`config.mk`:
```
export PLATFORM = sky130hd
export DESIGN_NAME = avalon_octa_sram_slave
export DESIGN_NICKNAME = d
export VERILOG_FILES = /design/src/rtl/avalon_octa_sram_slave.sv
export SDC_FILE = /design/constraint.sdc
export NUM_CORES = 1
export LEC_CHECK = 0
export CAP_MARGIN = 20
export CORE_MARGIN = 2
export CORE_UTILIZATION = 49
export CTS_BUF_LIST = sky130_fd_sc_hd__clkbuf_2
export DETAILED_ROUTE_END_ITERATION = 8
export HOLD_SLACK_MARGIN = 0.15
export PLACE_DENSITY_LB_ADDON = 0.12
export SLEW_MARGIN = 5
export SYNTH_ARGS = -nofsm -noshare
export SYNTH_HDL_FRONTEND = slang
export SYNTH_SLANG_ARGS = --single-unit
```
`constraint.sdc`:
```
create_clock -name clk -period 2.8 [get_ports clk]
set_input_delay 0.42 -clock clk [delete_from_list [all_inputs] [get_ports clk]]
set_output_delay 0.42 -clock clk [all_outputs]
set_load 0.02 [all_outputs]
```
`src/rtl/avalon_octa_sram_slave.sv`:
```
// Avalon-MM slave that splits 64-bit octa accesses into two 32-bit beats
// on a synchronous single-port tetra RAM with RAM_LAT cycles of read latency.
module avalon_octa_sram_slave #(
  parameter int unsigned ADDR_W  = 22,
  parameter int unsigned RAM_LAT = 1
) (
  input  logic              clk,
  input  logic              reset_n,
  input  logic [27:0]       s_address,
  input  logic [7:0]        s_byteenable,
  input  logic              s_read,
  input  logic              s_write,
  input  logic [63:0]       s_writedata,
  output logic [63:0]       s_readdata,
  output logic              s_waitrequest,
  output logic              s_readdatavalid,
  output logic [ADDR_W-1:0] ram_addr,
  output logic              ram_re,
  output logic              ram_we,
  output logic [3:0]        ram_be,
  output logic [31:0]       ram_wdata,
  input  logic [31:0]       ram_rdata
);

  localparam int unsigned OW   = ADDR_W - 1;
  localparam int unsigned LAST = RAM_LAT - 1;

  typedef enum logic [2:0] {
    IDLE    = 3'd0,
    WR_LO   = 3'd1,
    WR_HI   = 3'd2,
    RD_LO   = 3'd3,
    RD_HI   = 3'd4,
    RD_WAIT = 3'd5
  } state_t;

  state_t              state_q, state_d;
  logic [OW-1:0]       oaddr_q, oaddr_d;
  logic [7:0]          be_q, be_d;
  logic [63:0]         wdata_q, wdata_d;
  logic                ram_re_q, ram_re_d;
  logic                ram_we_q, ram_we_d;
  logic [ADDR_W-1:0]   ram_addr_q, ram_addr_d;
  logic [3:0]          ram_be_q, ram_be_d;
  logic [31:0]         ram_wdata_q, ram_wdata_d;
  logic [RAM_LAT-1:0]  pv_q, pv_d;
  logic [RAM_LAT-1:0]  pt_q, pt_d;
  logic [31:0]         lo_q, lo_d;
  logic [63:0]         rdata_q, rdata_d;
  logic                rvalid_q, rvalid_d;
  logic                unused_addr;

  assign s_waitrequest   = (state_q != IDLE);
  assign s_readdata      = rdata_q;
  assign s_readdatavalid = rvalid_q;
  assign ram_addr        = ram_addr_q;
  assign ram_re          = ram_re_q;
  assign ram_we          = ram_we_q;
  assign ram_be          = ram_be_q;
  assign ram_wdata       = ram_wdata_q;
  assign unused_addr     = ^{s_address[27:ADDR_W+2], s_address[2:0]};

  // Command acceptance, beat sequencing and registered RAM strobes
  always_comb begin
    state_d     = state_q;
    oaddr_d     = oaddr_q;
    be_d        = be_q;
    wdata_d     = wdata_q;
    ram_re_d    = 1'b0;
    ram_we_d    = 1'b0;
    ram_addr_d  = ram_addr_q;
    ram_be_d    = ram_be_q;
    ram_wdata_d = ram_wdata_q;
    unique case (state_q)
      IDLE: begin
        if (s_read || s_write) begin
          oaddr_d = s_address[ADDR_W+1:3];
          be_d    = s_byteenable;
          wdata_d = s_writedata;
        end
        if (s_read) begin
          state_d    = RD_LO;
          ram_re_d   = 1'b1;
          ram_addr_d = {s_address[ADDR_W+1:3], 1'b0};
        end else if (s_write) begin
          if (s_byteenable[3:0] != 4'h0) begin
            state_d     = WR_LO;
            ram_we_d    = 1'b1;
            ram_addr_d  = {s_address[ADDR_W+1:3], 1'b0};
            ram_be_d    = s_byteenable[3:0];
            ram_wdata_d = s_writedata[31:0];
          end else if (s_byteenable[7:4] != 4'h0) begin
            state_d     = WR_HI;
            ram_we_d    = 1'b1;
            ram_addr_d  = {s_address[ADDR_W+1:3], 1'b1};
            ram_be_d    = s_byteenable[7:4];
            ram_wdata_d = s_writedata[63:32];
          end
        end
      end
      WR_LO: begin
        if (be_q[7:4] != 4'h0) begin
          state_d     = WR_HI;
          ram_we_d    = 1'b1;
          ram_addr_d  = {oaddr_q, 1'b1};
          ram_be_d    = be_q[7:4];
          ram_wdata_d = wdata_q[63:32];
        end else begin
          state_d = IDLE;
        end
      end
      WR_HI: state_d = IDLE;
      RD_LO: begin
        state_d    = RD_HI;
        ram_re_d   = 1'b1;
        ram_addr_d = {oaddr_q, 1'b1};
      end
      RD_HI: state_d = RD_WAIT;
      RD_WAIT: begin
        if (pv_q[LAST] && pt_q[LAST]) state_d = IDLE;
      end
      default: state_d = IDLE;
    endcase
  end

  // Read-return pipe: tracks each RAM read and whether it is the hi beat
  always_comb begin
    pv_d    = '0;
    pt_d    = '0;
    pv_d[0] = ram_re_q;
    pt_d[0] = (state_q == RD_HI);
    for (int unsigned i = 1; i < RAM_LAT; i++) begin
      pv_d[i] = pv_q[i-1];
      pt_d[i] = pt_q[i-1];
    end
  end

  // Capture returning halves and present the assembled octa
  always_comb begin
    lo_d     = lo_q;
    rdata_d  = rdata_q;
    rvalid_d = 1'b0;
    if (pv_q[LAST]) begin
      if (pt_q[LAST]) begin
        rdata_d  = {ram_rdata, lo_q};
        rvalid_d = 1'b1;
      end else begin
        lo_d = ram_rdata;
      end
    end
  end

  // State and datapath registers
  always_ff @(posedge clk or negedge reset_n) begin
    if (!reset_n) begin
      state_q     <= IDLE;
      oaddr_q     <= '0;
      be_q        <= '0;
      wdata_q     <= '0;
      ram_re_q    <= 1'b0;
      ram_we_q    <= 1'b0;
      ram_addr_q  <= '0;
      ram_be_q    <= '0;
      ram_wdata_q <= '0;
      pv_q        <= '0;
      pt_q        <= '0;
      lo_q        <= '0;
      rdata_q     <= '0;
      rvalid_q    <= 1'b0;
    end else begin
      state_q     <= state_d;
      oaddr_q     <= oaddr_d;
      be_q        <= be_d;
      wdata_q     <= wdata_d;
      ram_re_q    <= ram_re_d;
      ram_we_q    <= ram_we_d;
      ram_addr_q  <= ram_addr_d;
      ram_be_q    <= ram_be_d;
      ram_wdata_q <= ram_wdata_d;
      pv_q        <= pv_d;
      pt_q        <= pt_d;
      lo_q        <= lo_d;
      rdata_q     <= rdata_d;
      rvalid_q    <= rvalid_d;
    end
  end

endmodule

```
==> impl_metrics.py <==
metrics = {
    "sta": {
        "rsz0062_at_grt": "no",
        "finalCritPeriodShare_pct": 91.64,
        "slew_violations": 0,
        "finalSetupTns_ns": 0,
        "relSlewSlack_pct": 48.50,
        "layout_setup_ws_ns": 0.2340,
        "skew_ns": 0.04212,
        "setup_viol": 0,
        "whs_ns": 0.2507,
        "max_freq_ghz": 0.3897,
        "hold_viol_final": 0,
        "fin_crit_ns": 2.566,
        "tightest_slew_ns": 0.7655,
    },
    "pwr": {
        "ir_drop_v": 0.0006341,
        "powerDensity_nw_per_um2": 1179,
        "leakage_nw": 5.372,
    },
    "grt": {
        "grtUsageTotal_pct": 22.53,
        "grt_pass1_vias": 7115,
        "antenna_found_initial": 1,
        "grt_start_max_net_pins": 75,
        "overflow": 0,
        "grt_pass1_wl_um": 35710,
    },
    "logic_synthesis": {
        "ys_ff_latch": 219,
        "synth_area_um2": 9143,
        "syn_nets": 806,
        "ys_warn_count": 0,
        "syn_inst": 670,
        "syn_area_per_cell_um2": 13.65,
        "synthDistinctLibCells": 27,
        "ys_seq_area_share_pct": 59.94,
    },
    "final_layout": {
        "final_cells": 1226,
        "area_delta_synth_final_pct": 36.83,
        "drive_gt1_share_pct": 34.44,
        "layout_commonest_cell": "clkdlybuf4s50_1",
        "layout_common_cells": "clkdlybuf4s50_1 (252), mux2_2 (232), dfrtp_1 (219)",
        "final_core_util_pct": 68.93,
        "final_nets": 1092,
    },
    "route": {
        "vias": 6478,
        "ant_nets": 0,
        "wl_um": 21790,
        "drt_first_iter_violations": 236,
        "drc_errors": 0,
        "viasPerCell": 5.284,
        "wl_per_cell_um": 17.77,
        "drt_first_pass_iters": 6,
    },
    "clock_network": {
        "clockRootBuffer": "clkbuf_2",
        "h-tree-depth": 2,
        "path_clk_slew_ns": 0.11,
        "clock-sinks": 219,
        "clk_latency_ns": 0.78,
        "cts_buffer_depth": 3,
        "cts_buffers": 57,
        "cts_tree": "yes",
    },
    "worst_setup_path": {
        "worstPathRequired_ns": 2.38,
        "worstPathMaxFanout": 12,
        "critPathSlowestCell": "or3_1",
        "path_buf_inv": 1,
        "cp_cell_sequence": "or3_1 > dlygate4sd2_1",
        "slowest_delay_ns": 0.51,
        "crit_type": "register to primary output",
        "startpoint_type": "register",
        "path_delay_family": "simple AND/OR/NAND/NOR gates",
        "endpoint_kind": "primary output",
        "arrival_ns": 2.15,
    },
    "placed_design": {
        "dp_slack_ns": 0.2225,
        "gp_congestion": 0.7990,
        "dpl.hpwl_um": 14870,
        "portBuffers": 254,
        "dp.cells": 1124,
    },
    "hold_path": {
        "hp-class": "input pin to asynchronous set/reset pin",
    },
    "floorplan": {
        "chipWidth_um": 140.6,
        "start_util_pct": 50.38,
        "die-area_um2": 19770,
        "io_pins": 262,
        "die_y_um": 140.6,
        "rows": 49,
        "coreArea_um2": 18150,
    },
    "outcome": {
        "status": "finished, final reports clean",
    },
    "flow_run": {
        "max-cap-violations": 0,
    },
}
-- synthesized netlist by cell type, drive strengths merged --
library cell | number | area share [%]
inv | 2 | 0.082
or3b | 1 | 0.096
a211o | 2 | 0.19
o21ai | 3 | 0.29
nand2 | 69 | 2.8
or3 | 1 | 0.068
dfrtp | 219 | 60
or4 | 2 | 0.16
clkbuf | 28 | 1.1
o32ai | 1 | 0.30
nor2b | 3 | 0.21
a31oi | 32 | 2.2
nor4 | 2 | 0.21
and2 | 1 | 0.068
nand2b | 1 | 0.068
nor3 | 1 | 0.055
o311ai | 1 | 0.096
a211oi | 1 | 0.082
mux2 | 232 | 29
nor2 | 40 | 1.6
nand3 | 2 | 0.11
buf | 15 | 0.99
a21oi | 11 | 0.60
-- metrics by stage --
stage / power [mW] / area [um^2]
floorplan: 9.834 / 9143
global placement: 12.43 / 11970
detailed placement: 12.78 / 11970
CTS: 14.95 / 12510
global route: 15.70 / 12510
finish: 14.75 / 12510
-- worst paths after layout --
path	start	to	slack, ns	cells after the start
max	state_q[0]$_DFFE_PN0P_	s_waitrequest	0.23	2
min	reset_n	s_readdata[60]$_DFFE_PN0P_	0.25	3
max reg2reg	state_q[0]$_DFFE_PN0P_	ram_wdata[1]$_DFFE_PN0P_	0.66	5
min reg2reg	ram_re$_DFF_PN0_	pv_q$_DFF_PN0_	0.38	0
max in group asynchronous	reset_n	s_readdata[52]$_DFFE_PN0P_	2.10	3
min in group clk	s_writedata[47]	wdata_q[47]$_DFFE_PN0P_	0.28	2
-- cell type report --
type	instances	area, um^2
diodes	1	2.502
well taps	229	286.5
fillers	1307	5638
repair buffers	270	2738
clock inverters	14	80.08
multi-input cells	406	3490
inverters	2	7.507
clock buffers	85	425.4
flip-flops and latches	219	5480
-- report_power, final --
part           internal [mW]  switching (mW)
Sequential              4.78           0.849
Clock                  0.891            1.22
Combinational           3.87            3.15
Total                   9.53            5.22
-- routing by layer --
layer | GRT usage, % | vias up | wire length [um]
met5 | 0 | - | 0
met1 | 26.16 | 3214 | 8647
met4 | 8.895 | 0 | 677
li1 | - | 2959 | -
met2 | 38.57 | 257 | 10630
met3 | 7.880 | 48 | 1833
-- worst register-to-register path, cell delays in order (launching register included) --
cell	delay [ns]
dfrtp_1	0.53
or3b_2	0.53
buf_4	0.37
nor2_1	0.23
a31oi_1	0.06
mux2_2	0.30
-- cells by family (layout without fill, tap and decap cells) --
family | count (synthesis) | in the layout | share of synthesized area [%]
simple gates | 123 | 123 | 5.515
buf+inv | 45 | 371 | 2.217
mux | 232 | 232 | 28.58
compound gates | 51 | 51 | 3.750
flops | 219 | 219 | 59.94
other cells | 0 | 1 | 0
-- sequential cells by signal, summed over array words and instances, names as in the netlist --
name / count
ram_we: 1
wdata_q: 32
ram_be: 4
ram_re: 1
ram_wdata: 32
pt_q: 1
oaddr_q: 21
state_q: 3
s_readdatavalid: 1
lo_q: 32
be_q: 4
ram_addr: 22
pv_q: 1
s_readdata: 64
-- what timing repair did --
item                                    in CTS  in global routing
buffers inserted                             0                  0
hold buffers                                 2                  0
endpoints found under the setup margin       1                  0
gates resized for setup                      1                  0
endpoints found under the hold margin      219                  0
Note: power is estimated with default switching activity, not from simulation.
